File: config.mk
export PLATFORM = sky130hd
export DESIGN_NAME = reaction_ctrl
export DESIGN_NICKNAME = d
export VERILOG_FILES = /design/src/rtl/reaction_pkg.sv /design/src/rtl/reaction_ms_tick_gen.sv /design/src/rtl/reaction_ctrl.sv
export SDC_FILE = /design/constraint.sdc
export NUM_CORES = 1
export LEC_CHECK = 0
export CORE_ASPECT_RATIO = 2
export CORE_MARGIN = 1
export CORE_UTILIZATION = 60
export DETAILED_ROUTE_END_ITERATION = 12
export PLACE_DENSITY = 0.86
export SLEW_MARGIN = 20
export SYNTH_ARGS = -nofsm -noshare
export SYNTH_HDL_FRONTEND = slang
export SYNTH_SLANG_ARGS = --single-unit
File: constraint.sdc
create_clock -name CLK -period 4.8 [get_ports CLK]
set_input_delay 0.96 -clock CLK [delete_from_list [all_inputs] [get_ports CLK]]
set_output_delay 0.96 -clock CLK [all_outputs]
set_load 0.005 [all_outputs]
File: src/rtl/reaction_pkg.sv
// reaction_pkg: shared types and constants for the reaction-time game.
// Holds the controller state enum, LED display patterns and default counter width.
package reaction_pkg;

  // Default width of the delay, wait and reaction-time counters.
  localparam int CNT_W_DEF = 11;

  // LED display patterns.
  localparam logic [9:0] LED_OFF  = 10'h000;
  localparam logic [9:0] LED_GO   = 10'h3FF;
  localparam logic [9:0] LED_FOUL = 10'b1010101010;

  // Controller states.
  typedef enum logic [2:0] {
    ST_IDLE = 3'd0,
    ST_WAIT = 3'd1,
    ST_GO   = 3'd2,
    ST_DONE = 3'd3,
    ST_FOUL = 3'd4
  } state_e;

  // A trial is in progress while waiting for GO or timing the response.
  function automatic logic is_busy(input state_e s);
    return (s == ST_WAIT) || (s == ST_GO);
  endfunction

endpackage

File: src/rtl/reaction_ms_tick_gen.sv
// ms_tick_gen: millisecond prescaler. Counts 0..MS_DIV-1 while enabled and
// pulses tick for one cycle on the last count, then wraps. A synchronous clear
// restarts the count so every state begins with a full millisecond.
module ms_tick_gen #(
  parameter int MS_DIV = 50000
) (
  input  logic CLK,
  input  logic RESETN,
  input  logic en,
  input  logic clr,
  output logic tick
);

  localparam int CW = (MS_DIV > 1) ? $clog2(MS_DIV) : 1;
  localparam logic [CW-1:0] LAST = CW'(MS_DIV - 1);

  logic [CW-1:0] cnt_q;
  logic [CW-1:0] cnt_d;

  // The tick is seen by the controller in the same cycle it causes a state change.
  assign tick = en && (cnt_q == LAST);

  // Next count: clear wins, otherwise advance and wrap while enabled.
  always_comb begin
    cnt_d = cnt_q;
    if (clr) begin
      cnt_d = '0;
    end else if (en) begin
      cnt_d = tick ? '0 : cnt_q + 1'b1;
    end
  end

  // Counter register.
  always_ff @(posedge CLK or negedge RESETN) begin
    if (!RESETN) begin
      cnt_q <= '0;
    end else begin
      cnt_q <= cnt_d;
    end
  end

endmodule

File: src/rtl/reaction_ctrl.sv
// reaction_ctrl: reaction-time game controller.
// start arms a trial, a randomless programmable delay elapses (WAIT), then the
// LEDs light (GO) and the ms counter runs until the player reacts or it saturates.
// Optional feature: define REACTION_BEST_EN to add a best-time output register.
module reaction_ctrl
  import reaction_pkg::*;
#(
  parameter int MS_DIV = 50000,
  parameter int CNT_W  = CNT_W_DEF
) (
  input  logic             CLK,
  input  logic             RESETN,
  input  logic             start_btn,
  input  logic             react_btn,
  input  logic [CNT_W-1:0] delay,
  output logic [9:0]       LED,
  output logic [CNT_W-1:0] t,
  output logic             busy,
  output logic             done,
  output logic             foul
`ifdef REACTION_BEST_EN
  ,
  output logic [CNT_W-1:0] best
`endif
);

  // Largest value t takes before its final increment to all ones.
  localparam logic [CNT_W-1:0] T_LAST = CNT_W'((1 << CNT_W) - 2);

  state_e state_q, state_d;

  // Buttons packed as {react, start}.
  logic [1:0] btn;
  logic [1:0] btn_q;
  logic [1:0] arm_q;
  logic [1:0] btn_ev;
  logic       start_ev;
  logic       react_ev;

  logic [CNT_W-1:0] dly_q, dly_d;
  logic [CNT_W-1:0] wcnt_q, wcnt_d;
  logic [CNT_W-1:0] t_q, t_d;

  logic       tick;
  logic       tick_en;
  logic       tick_clr;

  logic [9:0] t_led;
  logic [9:0] led_d;
  logic       busy_d;
  logic       done_d;
  logic       foul_d;

  assign btn = {react_btn, start_btn};

  // Edge capture. arm_q only sets once a button has been seen low, so a button
  // held through reset release cannot fire an event until it is re-pressed.
  always_ff @(posedge CLK or negedge RESETN) begin
    if (!RESETN) begin
      btn_q <= '0;
      arm_q <= '0;
    end else begin
      btn_q <= btn;
      arm_q <= arm_q | ~btn;
    end
  end

  assign btn_ev   = btn & ~btn_q & arm_q;
  assign start_ev = btn_ev[0];
  assign react_ev = btn_ev[1];

  // Prescaler runs only during a trial and restarts on every state change.
  assign tick_en  = is_busy(state_q);
  assign tick_clr = (state_d != state_q);

  ms_tick_gen #(
    .MS_DIV (MS_DIV)
  ) u_tick (
    .CLK    (CLK),
    .RESETN (RESETN),
    .en     (tick_en),
    .clr    (tick_clr),
    .tick   (tick)
  );

  // State and trial datapath registers.
  always_ff @(posedge CLK or negedge RESETN) begin
    if (!RESETN) begin
      state_q <= ST_IDLE;
      dly_q   <= '0;
      wcnt_q  <= '0;
      t_q     <= '0;
    end else begin
      state_q <= state_d;
      dly_q   <= dly_d;
      wcnt_q  <= wcnt_d;
      t_q     <= t_d;
    end
  end

  // Next state and datapath. React beats a coincident tick in both WAIT and GO.
  always_comb begin
    state_d = state_q;
    dly_d   = dly_q;
    wcnt_d  = wcnt_q;
    t_d     = t_q;
    case (state_q)
      ST_IDLE, ST_DONE, ST_FOUL: begin
        if (start_ev) begin
          state_d = ST_WAIT;
          dly_d   = (delay == '0) ? CNT_W'(1) : delay;
          wcnt_d  = '0;
          t_d     = '0;
        end
      end
      ST_WAIT: begin
        if (react_ev) begin
          state_d = ST_FOUL;
          t_d     = '0;
        end else if (tick) begin
          if (wcnt_q == dly_q - 1'b1) begin
            state_d = ST_GO;
          end else begin
            wcnt_d = wcnt_q + 1'b1;
          end
        end
      end
      ST_GO: begin
        if (react_ev) begin
          state_d = ST_DONE;
        end else if (tick) begin
          t_d = t_q + 1'b1;
          if (t_q == T_LAST) begin
            state_d = ST_DONE;
          end
        end
      end
      default: begin
        state_d = ST_IDLE;
      end
    endcase
  end

  // Low ten bits of the result, zero-filled when the counter is narrower.
  for (genvar gi = 0; gi < 10; gi++) begin : g_t_led
    if (gi < CNT_W) begin : g_bit
      assign t_led[gi] = t_d[gi];
    end else begin : g_zero
      assign t_led[gi] = 1'b0;
    end
  end

  // Output decode from the upcoming state so registered outputs align with it.
  always_comb begin
    busy_d = is_busy(state_d);
    done_d = 1'b0;
    foul_d = 1'b0;
    led_d  = LED_OFF;
    case (state_d)
      ST_GO:   led_d = LED_GO;
      ST_DONE: begin
        done_d = 1'b1;
        led_d  = t_led;
      end
      ST_FOUL: begin
        foul_d = 1'b1;
        led_d  = LED_FOUL;
      end
      default: led_d = LED_OFF;
    endcase
  end

  // Registered status and display outputs.
  always_ff @(posedge CLK or negedge RESETN) begin
    if (!RESETN) begin
      LED  <= '0;
      busy <= 1'b0;
      done <= 1'b0;
      foul <= 1'b0;
    end else begin
      LED  <= led_d;
      busy <= busy_d;
      done <= done_d;
      foul <= foul_d;
    end
  end

  assign t = t_q;

`ifdef REACTION_BEST_EN
  logic [CNT_W-1:0] best_q;

  // Best time tracks only player-ended trials; a timeout never reaches here.
  always_ff @(posedge CLK or negedge RESETN) begin
    if (!RESETN) begin
      best_q <= '1;
    end else if ((state_q == ST_GO) && react_ev && (t_q < best_q)) begin
      best_q <= t_q;
    end
  end

  assign best = best_q;
`endif

endmodule
Word level (Yosys, flattened, before mapping)
Index checks and enable logic that the tools add are counted.
{"block": "totals", "word_cells": 77, "ff_bits": 69}
{"block": "op_classes", "bitwise_logic": 5, "reduce_logical": 12, "n_addsub": 4, "n_eq_ne": 19, "mux": 25}
{"op": "11-bit 2-to-1 mux", "count": 9}
{"op": "16-bit 2-to-1 mux", "count": 3}
{"op": "11-bit case mux with 3 select lines", "count": 1}
{"op": "10-bit case mux with 3 select lines", "count": 1}
{"op": "11-bit by 1-bit adder with 11-bit output, second input constant", "count": 2}
{"op": "11-bit case mux with 2 select lines", "count": 1}
{"op": "3-bit 2-to-1 mux", "count": 7}
{"op": "16-bit by 1-bit adder with 16-bit output, second input constant", "count": 1}
{"op": "16-bit equality test, second input constant", "count": 1}
{"op": "3-bit by 2-bit equality test with 1-bit output, second input constant", "count": 4}
{"op": "11-bit equality test", "count": 1}
{"op": "11-bit equality test, second input constant", "count": 1}
{"op": "11-bit logical NOT", "count": 1}
{"op": "11-bit by 1-bit subtractor with 11-bit output, second input constant", "count": 1}
{"op": "2-bit != test, second input constant", "count": 5}
{"op": "5-bit AND reduction", "count": 2}
{"op": "3-bit case mux with 3 select lines", "count": 1}
{"op": "3-bit by 1-bit equality test with 1-bit output, second input constant", "count": 2}
{"op": "3-bit equality test, second input constant", "count": 2}
{"op": "2-bit bitwise AND", "count": 2}
{"op": "2-bit by 1-bit != test with 1-bit output, second input constant", "count": 2}
{"op": "2-bit NOT", "count": 2}
{"op": "2-bit nonzero test", "count": 2}
{"op": "3-bit logical NOT", "count": 1}
{"op": "8 further kinds", "count": 10}

Logic depth before layout (Yosys ltp)
Gate-level depths: netlist of the first run.
{"block": "depth", "word_depth": 8, "ltp_mapped": 10, "mapped_depth_nobuf": 10}

Modules after synthesis
A second synthesis of the first run with hierarchy kept.
{"block": "unflattened", "cells_unflattened": 416, "area_unflattened_um2": 3829.9}
{"mod": "reaction_ctrl", "area_per_inst_um2": 2946.6, "cells_per_inst": 327, "n_inst": 1}
{"mod": "ms_tick_gen", "area_per_inst_um2": 883.3, "cells_per_inst": 89, "n_inst": 1}

Worst setup path before layout of the first run
No wires, ideal clock.
{"block": "synth_path", "path_kind": "reg2reg", "start": "register dly_q[3]", "end": "register busy", "slack_ps": 2135, "setup_ps": 129, "required_ps": 4671, "arrival_time_ps": 2536, "path_stages_with_launch": 9, "path_cell_list": "dfrtp_1 or4_4 nor4b_2 xnor2_1 nand4_1 or4b_4 a21oi_4 inv_4 xnor2_1"}
{"block": "synth_via", "elab_chain_len": 8, "elab_cells_between_ends": 9}
{"item": "start: declaration", "line_no": "reaction_ctrl.sv:40", "text": "logic [CNT_W-1:0] dly_q, dly_d;"}
{"item": "start signal: assignment", "line_no": "reaction_ctrl.sv:95", "text": "dly_q <= dly_d;"}
{"item": "11-bit by 1-bit subtractor with 11-bit output (*)", "line_no": "reaction_ctrl.sv:121", "text": "if (wcnt_q == dly_q - 1'b1) begin"}
{"item": "11-bit equality test (*)", "line_no": "reaction_ctrl.sv:121"}
{"item": "3-bit 2-to-1 mux (*)", "line_no": "reaction_ctrl.sv:121"}
{"item": "3-bit 2-to-1 mux (*)", "line_no": "reaction_ctrl.sv:120", "text": "end else if (tick) begin"}
{"item": "3-bit 2-to-1 mux (*)", "line_no": "reaction_ctrl.sv:117", "text": "if (react_ev) begin"}
{"item": "3-bit case mux with 3 select lines (*)", "line_no": "reaction_ctrl.sv:107", "text": "case (state_q)"}
{"item": "via state_d[0]", "line_no": "reaction_ctrl.sv:30", "text": "state_e state_q, state_d;"}
{"item": "3-bit by 1-bit equality test with 1-bit output / 3-bit by 2-bit equality test with 1-bit output (equally long branches)", "line_no": "reaction_pkg.sv:24", "text": "return (s == ST_WAIT) || (s == ST_GO);"}
{"item": "1-bit logical OR (*)", "line_no": "reaction_pkg.sv:24"}
{"item": "via busy_d", "line_no": "reaction_ctrl.sv:50", "text": "logic busy_d;"}
{"item": "end signal: assignment", "line_no": "reaction_ctrl.sv:182", "text": "busy <= busy_d;"}
{"item": "end: declaration", "line_no": "reaction_ctrl.sv:18", "text": "output logic busy,"}
Mark *: on every way through the listed nets, which the timed path passes. The rest lies on a longest branch.
A chain may end at the register's enable or synchronous reset.

Final worst setup path of the first run
{"block": "layout_path", "start": "input react_btn", "end": "register wcnt_q[9]"}
{"block": "layout_via", "elab_chain_len": 4}
{"item": "start: declaration", "line_no": "reaction_ctrl.sv:14", "text": "input logic react_btn,"}
{"item": "2-bit bitwise AND (2 in series)", "line_no": "reaction_ctrl.sv:68", "text": "assign btn_ev = btn & ~btn_q & arm_q;"}
{"item": "2-bit != test (no line)"}
{"item": "5-bit AND reduction (no line)"}
{"item": "end signal: assignment", "line_no": "reaction_ctrl.sv:96", "text": "wcnt_q <= wcnt_d;"}
{"item": "end: declaration", "line_no": "reaction_ctrl.sv:41", "text": "logic [CNT_W-1:0] wcnt_q, wcnt_d;"}
No other way between the ends.

==> flow_metrics.env, run 1 <==
export IMPL_setup_slack_ns=1.603
export IMPL_grt_max_degree=39
export IMPL_ys_types=62
export IMPL_postCtsHoldBufs=0
export IMPL_coreArea_um2=6006
export IMPL_dr_pass1_iters=8
export IMPL_synth_avg_cell_area_um2=9.386
export IMPL_drive_above_1_share=0.07763
export IMPL_cts_num_sinks=69
export IMPL_slew_viol_final=0
export IMPL_cts_root_buf="clkbuf_16"
export IMPL_cp_max_fo=19
export IMPL_syn_area_um2=3707
export IMPL_cp_required_ns=5.05
export IMPL_async_reset_ff_frac=1.000
export IMPL_antenna_found_initial=0
export IMPL_overflow=0
export IMPL_synth_edf_count=0
export IMPL_drc=0
export IMPL_status="complete, no violations"
export IMPL_die_w_um=57.58
export IMPL_p_leak_nw=1.929
export IMPL_first_iter_violations=199
export IMPL_irDropWorstVdd_uv=356.2
export IMPL_finalCritPeriodShare=0.6661
export IMPL_worstSetupPathType="in -> reg"
export IMPL_pre_cts_ws_ns=1.165
export IMPL_post_cts_setup_buffers=0
export IMPL_seq_area_frac_synth=0.4657
export IMPL_grt_pass1_vias=3445
export IMPL_hold_viol=0
export IMPL_setup_tns_final_ns=0
export IMPL_place_area_um2=4131
export IMPL_io_pins=39
export IMPL_fin_crit_ns=3.197
export IMPL_timing_hold_ws_ns=0.4638
export IMPL_die_h_um=113.2
export IMPL_skew_ns=0.004378
export IMPL_cts_resized=0
export IMPL_syn_nets=415
export IMPL_path_clk_slew_ns=0.05
export IMPL_fmax_mhz=312.8
export IMPL_cts_made_buffers=9
export IMPL_grt_pass1_wl_um=15630
export IMPL_cts_tree="built"
export IMPL_setup_viol=0
export IMPL_drt_wl_total_um=9328
export IMPL_final_antenna_net_count=0
export IMPL_synth_ff_type="dfrtp_1"
export IMPL_post_drt_wl_per_cell_um=18.62
export IMPL_routabilityCongestion=0.9645
export IMPL_synth_seq_cells=69
export IMPL_h_tree_depth=3
export IMPL_arrival_ns=3.45
export IMPL_vias=3269
export IMPL_endpoint_kind="flop"
export IMPL_grt_use_total=0.3199
export IMPL_finalNetCount=454
export IMPL_die_area_um2=6516
export IMPL_fin_total_pwr_mw=2.034
export IMPL_netlist_instances=395
export IMPL_cellPowerDensity_nw_per_um2=460.7
export IMPL_via_per_inst=6.525
export IMPL_rows=40
export IMPL_worst_pin_slew_ns=0.8778
export IMPL_io_buffers=38
export IMPL_fin_area_um2=4414
export IMPL_rsz0062_at_grt="false"
export IMPL_slew_headroom=0.4099
export IMPL_fillers=434
export IMPL_cp_start_kind="input port"
export IMPL_hold_path_class="reg -> reg"
export IMPL_diodes=0
export IMPL_clock_latency_ns=0.33
export IMPL_start_util=0.6173
export IMPL_clock_path_buffers=2
export IMPL_syn2layout_area_growth_pct=19.07
export IMPL_yosysWarnings=0
export IMPL_hpwl_um=6522
export IMPL_max_cap_violations=0
[flip-flops by register name (all words and copies together), names as in the netlist]
register and cells:
btn_q 2, busy 1, wcnt_q 11, LED 10, state_q 3, dly_q 11, foul 1, u_tick.cnt_q 16
t 11, done 1, arm_q 2
[cells in the final DEF, fill, tap and decap left out, drive strengths merged, types with 13 or more instances in the layout]
cell           synthesis  final
inv                   16     16
nand2                 47     47
clkdlybuf4s50          0     37
nand3                 15     15
a21oi                 20     20
o21ai                 25     25
dfrtp                 69     69
nor2                  35     35
xor2                  13     13
clkbuf                 9     14
[cell usage after synthesis, types with 4 or more instances]
cell type | instances | area (µm²)
dfrtp_1 | 69 | 1727
nand2_1 | 47 | 176.4
nor2_1 | 34 | 127.6
o21ai_0 | 23 | 115.1
a21oi_1 | 19 | 95.09
inv_1 | 15 | 56.30
nand3_1 | 15 | 75.07
xor2_1 | 13 | 113.9
xnor2_1 | 12 | 105.1
and3_1 | 10 | 62.56
clkbuf_1 | 9 | 33.78
a31oi_1 | 7 | 43.79
nand4_1 | 7 | 43.79
nor3_1 | 7 | 35.03
o31ai_1 | 7 | 52.55
nand2b_1 | 6 | 37.54
or4_1 | 6 | 45.04
a2bb2oi_1 | 5 | 43.79
and4_1 | 5 | 43.79
ha_1 | 5 | 62.56
nor4b_1 | 4 | 35.03
or3_1 | 4 | 25.02
[routing by layer]
layer,part of all wire,vias to the layer above,GRT usage
met3,0.046,42,0.05486
li1,-,1516,-
met1,0.33,1572,0.3164
met2,0.58,139,0.5876
met4,0.044,0,0.2049
met5,0,-,0
[final timing paths]
check	from	to	slack (ns)	cells after the start
min in group asynchronous	RESETN	dly_q[2]$_DFFE_PN0P_	0.67	1
worst max-delay path	react_btn	wcnt_q[9]$_DFFE_PN0P_	1.60	7
worst max register to register	dly_q[4]$_DFFE_PN0P_	wcnt_q[9]$_DFFE_PN0P_	1.62	8
worst min-delay path	arm_q[0]$_DFF_PN0_	arm_q[0]$_DFF_PN0_	0.46	1
max in group asynchronous	RESETN	wcnt_q[5]$_DFFE_PN0P_	3.19	2
worst min register to register	arm_q[0]$_DFF_PN0_	arm_q[0]$_DFF_PN0_	0.46	1
[metrics by stage]
step	util	cells
finish	0.7350	501
global route	0.7350	501
CTS	0.7344	501
detailed placement	0.6879	486
global placement	0.6879	486
floorplan	-	395
[cells by family after synthesis]
logic type                 count (synthesis)  share of synthesized area
and+or+nand+nor                          171                     0.2504
AOI/OAI and AO/OA                         91                     0.1637
DFF                                       69                     0.4657
buffers and inverters                     30                    0.03307
xor gates and xnor gates                  25                    0.05906
adders and majority gates                  5                    0.01687
muxes                                      4                    0.01114
[where the power goes]
part	internal [mW]	leakage, nW	switching, mW
sequential	0.671	0.922	0.126
clock	0.388	0.139	0.226
combinational	0.251	0.868	0.371
[worst max-delay path, cell delays in order]
cell and delay, ns:
clkdlybuf4s50_1 0.45, nand2_1 0.09, nor2_1 0.14, nor3_2 0.66, o21ai_2 0.37, or4_1 0.59
a21oi_1 0.18
[area by class of cell]
type | instances | area, µm² | area share
repair buffers | 42 | 405.4 | 0.09184
well taps | 63 | 78.83 | 0.01786
flip-flops and latches | 69 | 1727 | 0.3912
inverters | 16 | 62.56 | 0.01417
clock inverters | 1 | 5.005 | 0.001134
multi-input cells | 296 | 1862 | 0.4218
clock buffers | 14 | 274.0 | 0.06207
Power figures use the tool's default switching activity.
==> run 2: changes to the inputs <==
--- a/config.mk
+++ b/config.mk
@@ -7,9 +7,9 @@
 export LEC_CHECK = 0
 export CORE_ASPECT_RATIO = 2
 export CORE_MARGIN = 1
-export CORE_UTILIZATION = 60
+export CORE_UTILIZATION = 57
 export DETAILED_ROUTE_END_ITERATION = 12
-export PLACE_DENSITY = 0.86
+export PLACE_DENSITY = 0.82
 export SLEW_MARGIN = 20
 export SYNTH_ARGS = -nofsm -noshare
 export SYNTH_HDL_FRONTEND = slang
==> constraint.sdc (replaced) <==
create_clock -name CLK -period 3.1 [get_ports CLK]
set_input_delay 0.62 -clock CLK [delete_from_list [all_inputs] [get_ports CLK]]
set_output_delay 0.62 -clock CLK [all_outputs]
set_load 0.005 [all_outputs]
==> flow_metrics.env, run 2 (synthesis results as in run 1) <==
export IMPL_drc=0
export IMPL_finalCritPeriodShare=0.9243
export IMPL_slew_viol_final=0
export IMPL_finalNetCount=464
export IMPL_fillers=494
export IMPL_cts_root_buf="clkbuf_16"
export IMPL_worst_pin_slew_ns=0.9305
export IMPL_cts_num_sinks=69
export IMPL_rsz0062_at_grt="false"
export IMPL_cp_max_fo=5
export IMPL_grt_pass1_vias=3361
export IMPL_setup_tns_final_ns=0
export IMPL_die_w_um=59.03
export IMPL_die_h_um=116.1
export IMPL_setup_viol=0
export IMPL_final_antenna_net_count=0
export IMPL_layout_commonest_cell="dfrtp_1"
export IMPL_rows=41
export IMPL_cts_resized=0
export IMPL_diodes=0
export IMPL_syn2layout_area_growth_pct=23.05
export IMPL_max_cap_violations=0
export IMPL_cp_required_ns=3.31
export IMPL_hold_path_class="in -> async"
export IMPL_grt_pass1_wl_um=15420
export IMPL_cellPowerDensity_nw_per_um2=719.8
export IMPL_mostFrequentLayoutCells="dfrtp_1, nand2_1, clkdlybuf4s50_1"
export IMPL_overflow=0
export IMPL_grt_max_degree=40
export IMPL_arrival_ns=3.07
export IMPL_fin_total_pwr_mw=3.284
export IMPL_routabilityCongestion=0.9713
export IMPL_start_util=0.5875
export IMPL_hold_viol=0
export IMPL_post_drt_wl_per_cell_um=17.39
export IMPL_cts_tree="built"
export IMPL_coreArea_um2=6310
export IMPL_irDropWorstVdd_uv=501.6
export IMPL_first_iter_violations=149
export IMPL_drt_wl_total_um=9305
export IMPL_io_buffers=38
export IMPL_endpoint_kind="flop"
export IMPL_fin_crit_ns=2.865
export IMPL_largest_register_ff_count=16
export IMPL_vias=3248
export IMPL_clock_path_buffers=2
export IMPL_io_pins=39
export IMPL_cts_made_buffers=9
export IMPL_antenna_found_initial=0
export IMPL_hpwl_um=6729
export IMPL_path_clk_slew_ns=0.06
export IMPL_worstSetupPathType="reg -> reg"
export IMPL_drive_above_1_share=0.1024
export IMPL_clock_latency_ns=0.34
export IMPL_fmax_mhz=349.0
export IMPL_grt_use_total=0.3050
export IMPL_regMostFlops="u_tick.cnt_q"
export IMPL_die_area_um2=6850
export IMPL_via_per_inst=6.071
export IMPL_cp_start_kind="flop"
export IMPL_slew_headroom=0.3755
export IMPL_h_tree_depth=3
export IMPL_p_leak_nw=1.989
export IMPL_status="complete, no violations"
export IMPL_dr_pass1_iters=4
export IMPL_skew_ns=0.007910
## run 2: final timing paths
kind / cells after the start / to / slack, ns / start
max in group asynchronous: 2 / u_tick.cnt_q[15]$_DFFE_PN0P_ / 2.10 / RESETN
min in group CLK: 1 / arm_q[1]$_DFF_PN0_ / 0.47 / arm_q[1]$_DFF_PN0_
worst min-delay path: 1 / LED[1]$_DFF_PN0_ / 0.33 / RESETN
worst max-delay path: 9 / u_tick.cnt_q[2]$_DFFE_PN0P_ / 0.23 / dly_q[0]$_DFFE_PN0P_
worst min register to register: 1 / arm_q[1]$_DFF_PN0_ / 0.47 / arm_q[1]$_DFF_PN0_
worst max register to register: 9 / u_tick.cnt_q[2]$_DFFE_PN0P_ / 0.23 / dly_q[0]$_DFFE_PN0P_
## run 2: power breakdown
| part | internal, mW | switching (mW) | total, mW |
|---|---|---|---|
| Combinational | 0.450 | 0.615 | 1.06 |
| Clock | 0.641 | 0.390 | 1.03 |
| Sequential | 1.04 | 0.149 | 1.19 |
| Total | 2.13 | 1.15 | 3.28 |
## run 2: what timing repair did
| item | 4_1_cts | 5_1_grt |
|---|---|---|
| endpoints found under the hold margin | 0 | 0 |
| setup buffers | 0 | 1 |
| endpoints found under the setup margin | 0 | 6 |
| hold buffers | 0 | 0 |
## run 2: through the flow
step                      instances  hold WS [ns]  instance area (µm²)  setup WS (ns)    util
after floorplan                 395        0.3244                 3707         0.4352       -
after global placement          518        0.4492                 4240         0.2092  0.6720
after detailed placement        518        0.4527                 4240         0.1638  0.6720
after CTS                       534        0.3512                 4542         0.1401  0.7198
after global routing            535        0.4026                 4562        0.07383  0.7230
final                           535        0.3325                 4562         0.2347  0.7230
## run 2: worst max-delay path: stages (launching register included)
cell	delay [ns]
dfrtp_1	0.42
inv_1	0.09
ha_1	0.25
nor2b_1	0.18
or3_1	0.36
a31oi_1	0.18
nand4_1	0.19
or4b_4	0.59
a21oi_1	0.38
nor3_1	0.11
## run 2: metal layers
metal	vias to the layer above	part of all wire	global-route usage	routed length, µm
li1	1522	-	-	-
met1	1589	0.36	0.3084	3361
met2	103	0.55	0.5508	5159
met3	34	0.036	0.03795	339
met4	0	0.048	0.2238	444
met5	-	0	0	0
## run 2: final cells by class
cell class	instances	area, µm²	share of cell area
multi-input cells	296	1858	0.4073
flip-flops and latches	69	1727	0.3785
repair buffers	52	505.5	0.1108
clock buffers	10	239.0	0.05239
well taps	86	107.6	0.02359
clock inverters	6	62.56	0.01371
inverters	16	62.56	0.01371
==> run 3: changes to the inputs <==
==> constraint.sdc (replaced) <==
create_clock -name CLK -period 2.78 [get_ports CLK]
set_input_delay 0.556 -clock CLK [delete_from_list [all_inputs] [get_ports CLK]]
set_output_delay 0.556 -clock CLK [all_outputs]
set_load 0.005 [all_outputs]
==> flow_metrics.env, run 3 (synthesis results as in run 1) <==
export IMPL_fin_crit_ns=2.747
export IMPL_routabilityCongestion=0.9610
export IMPL_final_antenna_net_count=0
export IMPL_hold_viol=0
export IMPL_cellPowerDensity_nw_per_um2=819.7
export IMPL_rsz0062_at_grt="true"
export IMPL_grt_use_total=0.3035
export IMPL_cts_tree="built"
export IMPL_cp_max_fo=4
export IMPL_cts_root_buf="clkbuf_16"
export IMPL_syn2layout_area_growth_pct=28.42
export IMPL_p_leak_nw=2.101
export IMPL_multiInputGateArea_um2=1926
export IMPL_critPathSlowestCell="or4b_4"
export IMPL_max_cap_violations=0
export IMPL_finalNetCount=482
export IMPL_dr_pass1_iters=6
export IMPL_clock_path_buffers=2
export IMPL_overflow=0
export IMPL_clock_latency_ns=0.33
export IMPL_timing_rr_start="dly_q[3]$_DFFE_PN0P_"
export IMPL_die_w_um=59.03
export IMPL_ff2ff_path_depth=9
export IMPL_diodes=0
export IMPL_setup_tns_final_ns=0
export IMPL_timing_hold_ws_ns=0.2775
export IMPL_crit_path_end="busy$_DFF_PN0_"
export IMPL_coreArea_um2=6310
export IMPL_antenna_found_initial=0
export IMPL_setup_slack_ns=0.03342
export IMPL_pre_cts_ws_ns=0.01391
export IMPL_io_buffers=38
export IMPL_crit_path_cell_trace="or4_4, nor4b_4, xnor2_1, nand4_1, or4b_4, a21oi_4, buf_12, inv_4, xnor2_2"
export IMPL_rows=41
export IMPL_largest_register_ff_count=16
export IMPL_worst_pin_slew_ns=0.7288
export IMPL_r2r_slack_ns=0.03
export IMPL_drt_wl_total_um=9841
export IMPL_status="complete, no violations"
export IMPL_grt_pass1_wl_um=15330
export IMPL_hold_path_class="in -> async"
export IMPL_die_h_um=116.1
export IMPL_finalCritPeriodShare=0.9880
export IMPL_cp_required_ns=3.00
export IMPL_post_drt_wl_per_cell_um=17.80
export IMPL_cp_start_kind="flop"
export IMPL_fin_total_pwr_mw=3.903
export IMPL_path_clk_slew_ns=0.05
export IMPL_critPathMaxStageDelay_ns=0.60
export IMPL_vias=3404
export IMPL_irDropWorstVdd_uv=421.3
export IMPL_fillers=439
export IMPL_fin_util=0.7545
export IMPL_layout_commonest_cell="dfrtp_1"
export IMPL_io_pins=39
export IMPL_slew_viol_final=0
export IMPL_rr_endpoint="busy$_DFF_PN0_"
export IMPL_grt_max_degree=39
export IMPL_drc=0
export IMPL_slew_headroom=0.5142
export IMPL_cts_num_sinks=69
export IMPL_regMostFlops="u_tick.cnt_q"
export IMPL_start_util=0.5875
export IMPL_cts_made_buffers=9
export IMPL_via_per_inst=6.156
export IMPL_hpwl_um=6764
export IMPL_setup_viol=0
export IMPL_mostFrequentLayoutCells="dfrtp_1, nand2_1, clkdlybuf4s50_1"
export IMPL_worstSetupPathType="reg -> reg"
export IMPL_arrival_ns=2.96
export IMPL_drive_above_1_share=0.1563
export IMPL_register_area_um2=1727
export IMPL_die_area_um2=6850
export IMPL_h_tree_depth=3
export IMPL_skew_ns=0.005295
export IMPL_fmax_mhz=364.1
export IMPL_endpoint_kind="flop"
export IMPL_grt_pass1_vias=3331
export IMPL_first_iter_violations=235
export IMPL_crit_start="dly_q[3]$_DFFE_PN0P_"
-- run 3: worst min path at each step --
| stage | start | end | slack, ns | cells after the start |
|---|---|---|---|---|
| after floorplan | RESETN | LED[0]$_DFF_PN0_ | 0.26 | 0 |
| after global placement | arm_q[1]$_DFF_PN0_ | arm_q[1]$_DFF_PN0_ | 0.45 | 1 |
| after detailed placement | arm_q[1]$_DFF_PN0_ | arm_q[1]$_DFF_PN0_ | 0.45 | 1 |
| after CTS | RESETN | t[0]$_DFF_PN0_ | 0.30 | 1 |
| after global routing | RESETN | t[0]$_DFF_PN0_ | 0.36 | 1 |
| final | RESETN | t[0]$_DFF_PN0_ | 0.28 | 1 |
-- run 3: critical path: cells and delay by family, from the launching register on --
family | cells | cell delay (ns)
and+or+nand+nor | 4 | 1.57
DFF | 1 | 0.38
AOI/OAI and AO/OA | 1 | 0.20
buffers and inverters | 2 | 0.18
xor gates and xnor gates | 2 | 0.29
-- run 3: layout make-up --
cell class,count,area share
clock inverter,4,0.009987
clock buffer,12,0.05177
multi-input combinational,296,0.4045
timing repair buffer,70,0.1353
sequential,69,0.3627
inverter,16,0.01314
tap,86,0.02260
-- run 3: power by group --
group          internal (mW)  leakage [nW]  total, mW  switching, mW
Clock                  0.715         0.143       1.13          0.411
Sequential              1.16         0.922       1.32          0.158
Combinational          0.657          1.04       1.46          0.802
Total                   2.53          2.10       3.90           1.37
-- run 3: metrics by stage --
stage,area [µm²],instances
finish,4761,553
global route,4761,553
CTS,4654,548
detailed placement,4350,531
global placement,4350,531
floorplan,3707,395
-- run 3: layer usage --
metal / wire [µm] / vias to the layer above / GRT usage
li1: - / 1564 / -
met1: 3416 / 1623 / 0.2990
met2: 5421 / 168 / 0.5598
met3: 489 / 49 / 0.04576
met4: 514 / 0 / 0.2032
met5: 0 / - / 0
-- run 3: repair_timing --
item,in CTS,in global routing
buffers inserted,1,5
pin swaps,0,8
resized for setup,1,14
hold buffers,0,0
setup endpoints to repair,6,23
